--- src/rtl/multicycle_control.sv ---
// Main control FSM for a multicycle MIPS-style datapath.
// Moore outputs decode the state; only the fetch and decode handshakes look at inputs.
module multicycle_control (
    input  logic       clk,
    input  logic       rst,
    input  logic [5:0] opcode,
    input  logic       zero,
    input  logic       mem_ready,
    output logic       pc_write,
    output logic       branch,
    output logic       pc_en,
    output logic       ir_write,
    output logic       mem_read,
    output logic       mem_write,
    output logic       reg_write,
    output logic       illegal_op,
    output logic       i_or_d,
    output logic       reg_dst,
    output logic       mem_to_reg,
    output logic       alu_src_a,
    output logic [1:0] alu_src_b,
    output logic [1:0] alu_op,
    output logic [1:0] pc_src,
    output logic [3:0] state
);

    typedef enum logic [3:0] {
        FETCH  = 4'd0,
        DECODE = 4'd1,
        MEMADR = 4'd2,
        MEMRD  = 4'd3,
        MEMWB  = 4'd4,
        MEMWR  = 4'd5,
        EXEC   = 4'd6,
        ALUWB  = 4'd7,
        BRANCH = 4'd8,
        ADDIEX = 4'd9,
        ADDIWB = 4'd10,
        JUMP   = 4'd11
    } state_e;

    localparam logic [5:0] OP_LW   = 6'b100011;
    localparam logic [5:0] OP_SW   = 6'b101011;
    localparam logic [5:0] OP_RTYP = 6'b000000;
    localparam logic [5:0] OP_BEQ  = 6'b000100;
    localparam logic [5:0] OP_ADDI = 6'b001000;
    localparam logic [5:0] OP_J    = 6'b000010;

    state_e state_q, state_d;

    // NOTE: sequential state uses non-blocking assignments so every flop samples pre-edge values.
    always_ff @(posedge clk) begin
        if (rst) state_q <= FETCH;
        else     state_q <= state_d;
    end

    always_comb begin
        // NOTE: every output gets a default first, so no path through the case can infer a latch.
        state_d    = state_q;
        pc_write   = 1'b0;
        branch     = 1'b0;
        ir_write   = 1'b0;
        mem_read   = 1'b0;
        mem_write  = 1'b0;
        reg_write  = 1'b0;
        illegal_op = 1'b0;
        i_or_d     = 1'b0;
        reg_dst    = 1'b0;
        mem_to_reg = 1'b0;
        alu_src_a  = 1'b0;
        alu_src_b  = 2'b00;
        alu_op     = 2'b00;
        pc_src     = 2'b00;

        case (state_q)
            FETCH: begin
                mem_read  = 1'b1;
                alu_src_b = 2'b01;
                ir_write  = mem_ready;
                pc_write  = mem_ready;
                if (mem_ready) state_d = DECODE;
            end
            DECODE: begin
                alu_src_b = 2'b11;
                case (opcode)
                    OP_LW, OP_SW: state_d = MEMADR;
                    OP_RTYP:      state_d = EXEC;
                    OP_BEQ:       state_d = BRANCH;
                    OP_ADDI:      state_d = ADDIEX;
                    OP_J:         state_d = JUMP;
                    default: begin
                        state_d    = FETCH;
                        illegal_op = 1'b1;
                    end
                endcase
            end
            MEMADR: begin
                alu_src_a = 1'b1;
                alu_src_b = 2'b10;
                state_d   = (opcode == OP_SW) ? MEMWR : MEMRD;
            end
            MEMRD: begin
                mem_read = 1'b1;
                i_or_d   = 1'b1;
                if (mem_ready) state_d = MEMWB;
            end
            MEMWB: begin
                reg_write  = 1'b1;
                mem_to_reg = 1'b1;
                state_d    = FETCH;
            end
            MEMWR: begin
                mem_write = 1'b1;
                i_or_d    = 1'b1;
                if (mem_ready) state_d = FETCH;
            end
            EXEC: begin
                alu_src_a = 1'b1;
                alu_op    = 2'b10;
                state_d   = ALUWB;
            end
            ALUWB: begin
                reg_write = 1'b1;
                reg_dst   = 1'b1;
                state_d   = FETCH;
            end
            BRANCH: begin
                alu_src_a = 1'b1;
                alu_op    = 2'b01;
                branch    = 1'b1;
                pc_src    = 2'b01;
                state_d   = FETCH;
            end
            ADDIEX: begin
                alu_src_a = 1'b1;
                alu_src_b = 2'b10;
                state_d   = ADDIWB;
            end
            ADDIWB: begin
                reg_write = 1'b1;
                state_d   = FETCH;
            end
            JUMP: begin
                pc_src   = 2'b10;
                pc_write = 1'b1;
                state_d  = FETCH;
            end
            default: state_d = FETCH;
        endcase

        pc_en = pc_write | (branch & zero);

        // Reset kills every write enable immediately, so an abandoned instruction commits nothing.
        if (rst) begin
            pc_write   = 1'b0;
            branch     = 1'b0;
            pc_en      = 1'b0;
            ir_write   = 1'b0;
            mem_read   = 1'b0;
            mem_write  = 1'b0;
            reg_write  = 1'b0;
            illegal_op = 1'b0;
        end
    end

    assign state = state_q;

endmodule

--- config.mk ---
export PLATFORM = sky130hd
export DESIGN_NAME = multicycle_control
export DESIGN_NICKNAME = d
export VERILOG_FILES = /design/src/rtl/multicycle_control.sv
export SDC_FILE = /design/constraint.sdc
export NUM_CORES = 1
export LEC_CHECK = 0
export ABC_CLOCK_PERIOD_IN_PS = 1650
export CAP_MARGIN = 40
export CORE_MARGIN = 4
export CORE_UTILIZATION = 30
export DETAILED_ROUTE_END_ITERATION = 12
export DONT_BUFFER_PORTS = 1
export PLACE_DENSITY = 0.55
export SLEW_MARGIN = 10
export SYNTH_ARGS = -nofsm -noshare
export SYNTH_HDL_FRONTEND = slang
export SYNTH_SLANG_ARGS = --single-unit
--- constraint.sdc ---
create_clock -name clk -period 1.65 [get_ports clk]
set_clock_uncertainty 0.15 [all_clocks]
set_input_delay 0.33 -clock clk [delete_from_list [all_inputs] [get_ports clk]]
set_output_delay 0.33 -clock clk [all_outputs]
set_load 0.01 [all_outputs]
==> results.json <==
{
  "status": "finished, violations left",
  "violations": "setup timing",
  "grtUsageTotal": 0.137,
  "fillers": 143,
  "critical_path_arrival_ns": 1.31,
  "p_total_mw": 0.337,
  "dieArea_sq_um": 2490,
  "setup_viol": 12,
  "clk_pin_slew_ns": 0.04,
  "via_per_inst": 5.80,
  "comb_power_share": 0.319,
  "cts_tree": "built",
  "cts_root_buffer": "clkbuf_4",
  "diodes": 0,
  "cts.sinks": 4,
  "dp_cells": 104,
  "required_ns": 1.17,
  "hold_path.class": "in2reg",
  "syn_avg_cell_area_sq_um": 6.84,
  "post-route-min-period_ns": 1.79,
  "final_cells": 114,
  "yosys.cell_types.count": 32,
  "coreArea_sq_um": 1580,
  "start_util": 0.334,
  "hold_viol": 0,
  "power.share.clock": 0.378,
  "drive_gt1_frac": 0.571,
  "largest_register_ff_count": 4,
  "totalWireLength_um": 1720,
  "grt_pass1_wl_um": 2720,
  "die_w_um": 49.9,
  "nets": 110,
  "slew_headroom": 0.750,
  "seqPwrFrac": 0.303,
  "area_delta_synth_final_pct": 65.8,
  "post_drt_wl_per_cell_um": 15.1,
  "cp-start-kind": "flip-flop",
  "synth_area_sq_um": 527,
  "vias": 661,
  "p_sw_mw": 0.104,
  "hpwl_um": 1210,
  "reg2regPathDepth": 4,
  "rsz0062_at_grt": "true",
  "htree_levels": 1,
  "p_int_mw": 0.233,
  "endpoint_kind": "primary output",
  "grt_max_degree": 15,
  "hp-start": "mem_ready",
  "drc_errors": 0,
  "yosysWarnings": 0,
  "r2r-end": "state[2]$_SDFFE_PP0P_",
  "r2r_start": "state[0]$_SDFFE_PP0P_",
  "clock_path_buffers": 2,
  "grt_overflow": 0,
  "seq_area_frac_synth": 0.152,
  "whs_endpoint": "state[2]$_SDFFE_PP0P_",
  "rows": 14,
  "drv_cap": 0,
  "switching_share": 0.308,
  "ant_nets": 0,
  "numCtsBuffers": 3,
  "cp_max_fo": 7,
  "slew_violations": 0,
  "antenna_found_initial": 0,
  "worst_slack_ns": -0.144,
  "drt_iter0_markers": 12,
  "max_freq_mhz": 557,
  "portBuffers": 0,
  "syn_nets": 87,
  "clock_latency_ns": 0.24,
  "leakagePower_nw": 0.350,
  "critPathKind": "reg2out",
  "gp_congestion": 0.745,
  "period_share": 1.09,
  "vdd_ir_drop_max_mv": 0.194,
  "ys_seq_elements": 4,
  "synthCells": 77,
  "io_pins": 32,
  "power.density_nw_per_um2": 386,
  "grt_pass1_vias": 634,
  "r2r_slack_ns": 0.17,
  "dieHeight_um": 49.9,
  "tightest_slew_ns": 0.372,
  "firstDrtPassIters": 4,
  "hold_depth": 1
}
## what timing repair did
action,4_1_cts,5_1_grt
gates resized for setup,21,13
pin swaps,6,7
endpoints found under the setup margin,15,17
setup buffers,5,2
hold buffers,1,0
hold endpoints to repair,2,0
## stage by stage
| step | cell area (sq um) | TNS (ns) | utilization | hold slack [ns] | setup WS (ns) |
|---|---|---|---|---|---|
| global placement | 671 | 0 | 0.425 | 0.256 | 0.0145 |
| finish | 873 | -0.772 | 0.554 | 0.0245 | -0.144 |
| global route | 873 | -1.59 | 0.554 | 0.0300 | -0.216 |
| floorplan | 558 | -0.00166 | - | 0.249 | -0.00166 |
| CTS | 808 | -0.760 | 0.513 | 0.0268 | -0.131 |
| detailed placement | 671 | 0 | 0.425 | 0.253 | 0.00755 |
## power by group through the flow
stage	logic [mW]	clock network [mW]	registers (mW)
detailed placement	0.0716	0	0.109
CTS	0.0967	0.130	0.103
finish	0.107	0.127	0.102
global placement	0.0709	0	0.109
global route	0.118	0.136	0.103
floorplan	0.0620	0	0.106
## worst max-delay path: stages, from the launching register on
cell and delay [ns]:
dfxtp_4 0.41, nand2_1 0.09, or4_1 0.47, inv_2 0.10
## placed cells by master, fill, tap and decap left out, types with 2 or more instances in the layout
master    count
buf_4        17
nor2_1        7
nand2_1       5
o21ai_0       4
buf_6         4
dfxtp_4       4
nor3_4        3
and2_4        3
nor2_4        3
nor3_1        3
and3_4        3
a21oi_1       3
clkbuf_4      3
inv_1         2
nor3_2        2
a21o_1        2
xor2_1        2
o32a_1        2
nor2_2        2
a21oi_2       2
## worst max path at each step
stage,start,to,slack [ns]
floorplan,state[1]$_SDFFE_PP0P_,pc_en,-0.002
global placement,state[0]$_SDFFE_PP0P_,mem_write,0.01
detailed placement,state[1]$_SDFFE_PP0P_,pc_en,0.008
CTS,state[1]$_SDFFE_PP0P_,pc_en,-0.13
global route,state[1]$_SDFFE_PP0P_,pc_en,-0.22
finish,state[0]$_SDFFE_PP0P_,mem_write,-0.14
## synth_stat cells
| library cell | n | area [sq um] |
|---|---|---|
| nor2_1 | 11 | 41.3 |
| nor3_1 | 8 | 40.0 |
| a21oi_1 | 5 | 25.0 |
| nand2_1 | 5 | 18.8 |
| and2_1 | 4 | 25.0 |
| dfxtp_1 | 4 | 80.1 |
| o21ai_0 | 4 | 20.0 |
| and3_1 | 3 | 18.8 |
| buf_4 | 3 | 22.5 |
| inv_1 | 3 | 11.3 |
| xor2_1 | 3 | 26.3 |
| a21o_1 | 2 | 15.0 |
| buf_2 | 2 | 10.0 |
| o32a_1 | 2 | 20.0 |
| a2111oi_2 | 1 | 15.0 |
| a311o_1 | 1 | 10.0 |
| a31oi_1 | 1 | 6.26 |
| and2b_1 | 1 | 7.51 |
| and3_4 | 1 | 11.3 |
| and4_1 | 1 | 8.76 |
| clkbuf_1 | 1 | 3.75 |
| nand2b_1 | 1 | 6.26 |
| nand3_1 | 1 | 5.00 |
| nand4_1 | 1 | 6.26 |
| nor2_4 | 1 | 11.3 |
| nor4_1 | 1 | 6.26 |
| o211ai_1 | 1 | 7.51 |
| o311ai_0 | 1 | 8.76 |
| o32ai_2 | 1 | 16.3 |
| or2_2 | 1 | 6.26 |
| or4_1 | 1 | 7.51 |
| xnor2_1 | 1 | 8.76 |
## cells by family (layout without fill, tap and decap cells)
kind of cell,after synthesis,after routing,share of synthesized area
DFF,4,4,0.152
AOI/OAI and AO/OA,19,19,0.273
xor gates and xnor gates,4,4,0.0665
and+or+nand+nor,41,41,0.418
buffers and inverters,9,30,0.0903
## layout make-up
class | count | area, sq um | area share
flip-flops and latches | 4 | 95.1 | 0.109
multi-input cells | 64 | 507 | 0.580
inverters | 3 | 11.3 | 0.0129
well taps | 16 | 20.0 | 0.0229
clock buffers | 3 | 22.5 | 0.0258
repair buffers | 24 | 218 | 0.249
## metal layers
layer,share of wire,track usage,up-vias
met4,0.013,0.0691,0
met3,0.096,0.0482,2
li1,-,-,319
met1,0.39,0.145,310
met2,0.50,0.238,30
met5,0,0,-
(Power assumes the default switching activity.)
